File: src/rtl/ycrcb_blob_centroid.sv
// ycrcb_blob_centroid: threshold YCrCb pixels into a mask and publish the per-frame blob centroid and area
module ycrcb_blob_centroid #(
  parameter int H_ACTIVE = 1280,
  parameter int V_ACTIVE = 720
) (
  input  logic        clk_in,
  input  logic        rst_n_in,
  input  logic        valid_in,
  input  logic [10:0] hcount_in,
  input  logic [9:0]  vcount_in,
  input  logic [9:0]  y_in,
  input  logic [9:0]  cr_in,
  input  logic [9:0]  cb_in,
  input  logic        frame_done_in,
  input  logic [9:0]  y_min_in,
  input  logic [9:0]  cr_lo_in,
  input  logic [9:0]  cr_hi_in,
  input  logic [9:0]  cb_lo_in,
  input  logic [9:0]  cb_hi_in,
  output logic        mask_out,
  output logic        mask_valid_out,
  output logic [10:0] x_center_out,
  output logic [9:0]  y_center_out,
  output logic [19:0] area_out,
  output logic        centroid_valid_out,
  output logic        busy_out,
  output logic        overrun_out
);
  typedef enum logic [1:0] {IDLE, DIVIDE, DONE} state_t;
  localparam logic [11:0] LP_H = 12'(H_ACTIVE);
  localparam logic [10:0] LP_V = 11'(V_ACTIVE);
  state_t      r_state;
  logic        r_mask, r_mask_valid, r_valid, r_busy, r_overrun;
  logic [30:0] r_sum_x, r_sum_y, r_qx, r_qy;
  logic [19:0] r_cnt, r_den, r_rem_x, r_rem_y, r_area;
  logic [10:0] r_x;
  logic [9:0]  r_y;
  logic [4:0]  r_it;
  logic        w_hit, w_ge_x, w_ge_y;
  logic [30:0] w_snap_x, w_snap_y;
  logic [19:0] w_snap_n;
  logic [20:0] w_rx, w_ry;
  assign w_hit = valid_in && ({1'b0, hcount_in} < LP_H) && ({1'b0, vcount_in} < LP_V) &&
                 (y_in >= y_min_in) && (cr_in >= cr_lo_in) && (cr_in <= cr_hi_in) &&
                 (cb_in >= cb_lo_in) && (cb_in <= cb_hi_in);
  // a hit on the frame_done cycle still belongs to the ending frame
  assign w_snap_x = r_sum_x + (w_hit ? {20'd0, hcount_in} : 31'd0);
  assign w_snap_y = r_sum_y + (w_hit ? {21'd0, vcount_in} : 31'd0);
  assign w_snap_n = r_cnt + {19'd0, w_hit};
  // restoring divide step: shift in the next dividend bit, subtract when it fits
  assign w_rx   = {r_rem_x, r_qx[30]};
  assign w_ry   = {r_rem_y, r_qy[30]};
  assign w_ge_x = w_rx >= {1'b0, r_den};
  assign w_ge_y = w_ry >= {1'b0, r_den};
  assign mask_out           = r_mask;
  assign mask_valid_out     = r_mask_valid;
  assign x_center_out       = r_x;
  assign y_center_out       = r_y;
  assign area_out           = r_area;
  assign centroid_valid_out = r_valid;
  assign busy_out           = r_busy;
  assign overrun_out        = r_overrun;
  // per-pixel mask with one cycle of latency
  always_ff @(posedge clk_in or negedge rst_n_in)
    if (!rst_n_in) begin
      r_mask       <= 1'b0;
      r_mask_valid <= 1'b0;
    end else begin
      r_mask       <= w_hit;
      r_mask_valid <= valid_in;
    end
  // frame accumulators, cleared on every frame_done regardless of divider state
  always_ff @(posedge clk_in or negedge rst_n_in)
    if (!rst_n_in) begin
      r_sum_x <= '0;
      r_sum_y <= '0;
      r_cnt   <= '0;
    end else if (frame_done_in) begin
      r_sum_x <= '0;
      r_sum_y <= '0;
      r_cnt   <= '0;
    end else if (w_hit) begin
      r_sum_x <= w_snap_x;
      r_sum_y <= w_snap_y;
      r_cnt   <= w_snap_n;
    end
  // snapshot, 31-step divide, publish; frame_done while busy only raises overrun
  always_ff @(posedge clk_in or negedge rst_n_in)
    if (!rst_n_in) begin
      r_state   <= IDLE;
      r_qx      <= '0;
      r_qy      <= '0;
      r_rem_x   <= '0;
      r_rem_y   <= '0;
      r_den     <= '0;
      r_it      <= '0;
      r_x       <= '0;
      r_y       <= '0;
      r_area    <= '0;
      r_valid   <= 1'b0;
      r_busy    <= 1'b0;
      r_overrun <= 1'b0;
    end else begin
      r_valid   <= 1'b0;
      r_overrun <= frame_done_in && (r_state != IDLE);
      case (r_state)
        IDLE: if (frame_done_in) begin
          r_qx    <= w_snap_x;
          r_qy    <= w_snap_y;
          r_den   <= w_snap_n;
          r_rem_x <= '0;
          r_rem_y <= '0;
          r_it    <= '0;
          r_busy  <= 1'b1;
          r_state <= DIVIDE;
        end
        DIVIDE: begin
          r_qx    <= {r_qx[29:0], w_ge_x};
          r_qy    <= {r_qy[29:0], w_ge_y};
          r_rem_x <= w_ge_x ? w_rx[19:0] - r_den : w_rx[19:0];
          r_rem_y <= w_ge_y ? w_ry[19:0] - r_den : w_ry[19:0];
          r_it    <= r_it + 5'd1;
          if (r_it == 5'd30) r_state <= DONE;
        end
        DONE: begin
          r_x     <= (r_den == '0) ? 11'd0 : r_qx[10:0];
          r_y     <= (r_den == '0) ? 10'd0 : r_qy[9:0];
          r_area  <= r_den;
          r_valid <= 1'b1;
          r_busy  <= 1'b0;
          r_state <= IDLE;
        end
        default: r_state <= IDLE;
      endcase
    end
endmodule

File: config.mk
export PLATFORM = sky130hd
export DESIGN_NAME = ycrcb_blob_centroid
export DESIGN_NICKNAME = d
export VERILOG_FILES = /design/src/rtl/ycrcb_blob_centroid.sv
export SDC_FILE = /design/constraint.sdc
export NUM_CORES = 1
export LEC_CHECK = 0
export CAP_MARGIN = 30
export CORE_MARGIN = 2
export CORE_UTILIZATION = 50
export DETAILED_ROUTE_END_ITERATION = 12
export PLACE_DENSITY = 0.71
export SKIP_LAST_GASP = 1
export SYNTH_ARGS = -nofsm -noshare
export SYNTH_HDL_FRONTEND = slang
export SYNTH_SLANG_ARGS = --single-unit
File: constraint.sdc
create_clock -name clk_in -period 3 [get_ports clk_in]
set_input_delay 0.6 -clock clk_in [delete_from_list [all_inputs] [get_ports clk_in]]
set_output_delay 0.6 -clock clk_in [all_outputs]
set_load 0.05 [all_outputs]
==> flow_summary.yaml, run 1 <==
yosys:
  synth.ff_latch_count: 257
  yosys.area.top_type: "dfrtp_1"
  synth.cell_area_mm2: 0.0159
  asyncSetResetFlopFracSynth: 1.00
  post-synth-top-area-fraction: 0.405
  synth_edf_count: 0
  netlist_top_cells_count: "257 x dfrtp_1, 207 x nand2_1, 149 x o21ai_0, 122 x a21oi_1, 115 x ha_1"
  post_synth.cell_area_avg_um2: 9.00
  yosys.cell_count.top_type: "dfrtp_1"
  synthTopCellsByArea: "dfrtp_1 40%, ha_1 9.1%, nand2_1 4.9%"
  synthFlopType: "dfrtp_1"
  synth.distinct_cells: 73
  seq_area_frac_synth: 0.405
  postSynthNetCount: 1990
  post_synth_inst_count: 1766
  yosys_warnings: 0
run_status:
  run_status: "finished, violations left"
  failed_checks: "negative setup slack"
cts:
  cts_max_path_buffers: 3
  numCtsBuffers: 28
  worstSkewPairLatency_ns: 0.55
  clock_edge_transition_at_the_registers_on_the_reported_setup_and_hold_paths_ns: 0.06
  cts-hold-fix-buffers: 0
  cts.root.buffer_cell: "clkbuf_16"
  tritoncts_num_sinks: 257
  cts_tree: "yes"
  ctsHtreeMaxLevel: 1
drt:
  detail_route.first_pass.iterations: 5
  first_iter_violations: 923
  drcViolationCount: 0
  totalWireLength_mm: 44.2
  num_vias: 14500
  route.detailed.vias_per_inst: 5.79
  route.detailed.wl_per_inst_um: 17.7
  ant_nets_after_route: 0
timing:
  rsz0062_at_grt: "yes"
  fin_tns_setup_ns: -123.97
  min_period_over_period: 1.39
  final_max_slew_viol_count: 0
  hold_viol: 0
  setup_viol: 154
  finalClockSkew_ns: 0.0107
  postLayoutSetupSlackWorst_ns: -1.17
  maxSlewHeadroom: 0.344
  worst_pin_slew_ns: 0.981
  final_period_minus_worst_setup_slack_ns: 4.17
  maxClockFrequency_mhz: 240
grt:
  grt_pass1_wl_mm: 71.2
  pin_count_of_the_biggest_net_entering_global_routing: 112
  grt_use_total: 0.259
  grt-ovfl-total: 0
  first_global_vias: 14400
  initial_antenna_violation_count: 1
final_layout:
  fillerInstances: 2320
  layout.area.seq_mm2: 0.00643
  multi_input_area_mm2: 0.0102
  drive_gt1_frac: 0.251
  final_net_count: 2295
  postLayoutCoreUtil: 0.694
  area.growth.synth_to_final_pct: 37.2
place:
  port_buffers: 150
  gp_congestion: 0.890
  place_worst_setup_slack_ns: -2.16
  hpwl_mm: 29.4
die:
  initial_core_util: 0.506
  die-area_mm2: 0.0332
  area_of_the_placeable_core_mm2: 0.0314
  placementRows: 65
  dieHeight_um: 182
  pin_count: 151
  fp.dieW_um: 182
power:
  power_leakage_nw: 9.33
  p_per_area_mw_per_mm2: 661
  peakVddDrop_uv: 437
setup_path:
  worst_setup_path_start_kind: "primary input"
  ff2ff_setup_slack_ns: 0.12
  crit_path_max_fanout: 6
  critical_path_arrival_ns: 4.63
  worst_reg2reg_path_depth: 11
  timing.critical_path.required_ns: 3.46
  crit_type: "primary input to register"
  worstSetupEndpointType: "register"
  timing.rr.start: "r_den[10]$_DFFE_PN0P_"
  reg2reg_end: "r_rem_x[16]$_DFFE_PN0P_"
worst_hold_path:
  min_path_type: "primary input to asynchronous set/reset pin"
flow_run:
  maxCapViolCount: 0
[cell usage in the layout, fill, tap and decap left out, types with 34 or more instances in the layout]
cell type        netlist  final
o21ai_0              149    102
ha_4                   0     34
xnor2_1               60     46
ha_1                 115     79
buf_4                  0    156
inv_1                107     82
nor2_1                82     63
clkdlybuf4s50_1        0     75
nand2_1              207    198
dfrtp_1              257    257
o21ai_1               30     68
dlygate4sd2_1          0     41
buf_6                  2     42
xor2_1                45     39
a22oi_1               56     55
a21oi_1              122    102
[layout make-up]
cell class,count,area share
Antenna cell,1,0.000115
Sequential cell,257,0.295
Clock inverter,12,0.00913
Tap cell,402,0.0231
Inverter,108,0.0192
Clock buffer,39,0.0373
Multi-Input combinational cell,1319,0.468
Timing Repair Buffer,357,0.148
[state kept, by name, indices dropped and copies added (netlist names)]
| name | count |
|---|---|
| area_out | 20 |
| busy_out | 1 |
| centroid_valid_out | 1 |
| mask_out | 1 |
| mask_valid_out | 1 |
| overrun_out | 1 |
| r_cnt | 20 |
| r_den | 20 |
| r_it | 5 |
| r_qx | 31 |
| r_qy | 31 |
| r_rem_x | 20 |
| r_rem_y | 20 |
| r_state | 2 |
| r_sum_x | 31 |
| r_sum_y | 31 |
| x_center_out | 11 |
| y_center_out | 10 |
[worst max-delay path, cell delays in order]
cell	delay (ns)
buf_2	0.08
inv_1	0.04
ha_1	0.19
a211o_1	0.30
o211ai_1	0.12
a21oi_2	0.11
o41ai_4	0.39
a2111oi_4	0.14
nand3_4	0.10
clkinv_4	0.07
buf_6	0.12
buf_8	0.12
buf_12	0.13
nand2_8	0.07
inv_4	0.04
ha_4	0.26
a211oi_2	0.07
nor2_2	0.17
o31ai_4	0.10
a211o_1	0.37
a21boi_4	0.20
nand2_4	0.10
buf_6	0.18
or4_1	0.40
a21oi_1	0.13
[per-layer routing]
layer,up-vias,global-route usage,share of wire
met2,330,0.470,0.50
met1,7058,0.322,0.43
met4,0,0.0758,0.032
met5,-,0,0
li1,6966,-,-
met3,99,0.0319,0.040
[per-stage QoR]
step,std cells,power (W),area (µm²),hold WS [ns]
floorplan,1766,0.00897,16100,0.304
global placement,2389,0.0104,19100,0.461
detailed placement,2389,0.0106,19100,0.470
CTS,2474,0.0144,21200,0.0597
global route,2495,0.0154,21800,0.0995
finish,2495,0.0144,21800,0.0437
[worst max path at each step]
stage                           start                      end  cells past startpoint
after floorplan              cr_in[3]  r_sum_x[24]$_DFFE_PN0P_                     23
after global placement    cr_hi_in[3]  r_sum_x[24]$_DFFE_PN0P_                     22
after detailed placement  cr_hi_in[3]  r_sum_x[24]$_DFFE_PN0P_                     22
after CTS                     y_in[3]  r_sum_x[24]$_DFFE_PN0P_                     21
after global routing      y_min_in[2]     r_qy[19]$_DFFE_PN0P_                     27
final                     y_min_in[2]  r_sum_y[23]$_DFFE_PN0P_                     25
[what timing repair did]
| action | in CTS | in global routing |
|---|---|---|
| gates resized for setup | 359 | 111 |
| cloned | 1 | 0 |
| setup buffers | 33 | 26 |
| pin swaps | 130 | 68 |
| endpoints found under the setup margin | 162 | 164 |
[kinds of logic after synthesis]
kind of cell	after synthesis	synth area share
and+or+nand+nor	536	0.165
muxes	27	0.0171
AOI/OAI and AO/OA	532	0.213
xor gates and xnor gates	105	0.0579
buffers and inverters	190	0.0465
DFF	257	0.405
adders and majority gates	119	0.0956
[power breakdown]
| part | total (W) | internal, W | leakage (nW) | switching (W) |
|---|---|---|---|---|
| Clock | 0.00375 | 0.00232 | 0.482 | 0.00143 |
| Sequential | 0.00476 | 0.00421 | 3.30 | 0.000547 |
| Combinational | 0.00590 | 0.00268 | 5.55 | 0.00322 |
| Total | 0.0144 | 0.00921 | 9.33 | 0.00520 |
(Power assumes the default switching activity.)
==> run 2, diff against run 1 <==
Settings changed: SLEW_MARGIN set to 0.
==> results of run 2 <==
Final layout, timing and power as in run 1 (identical DEF).
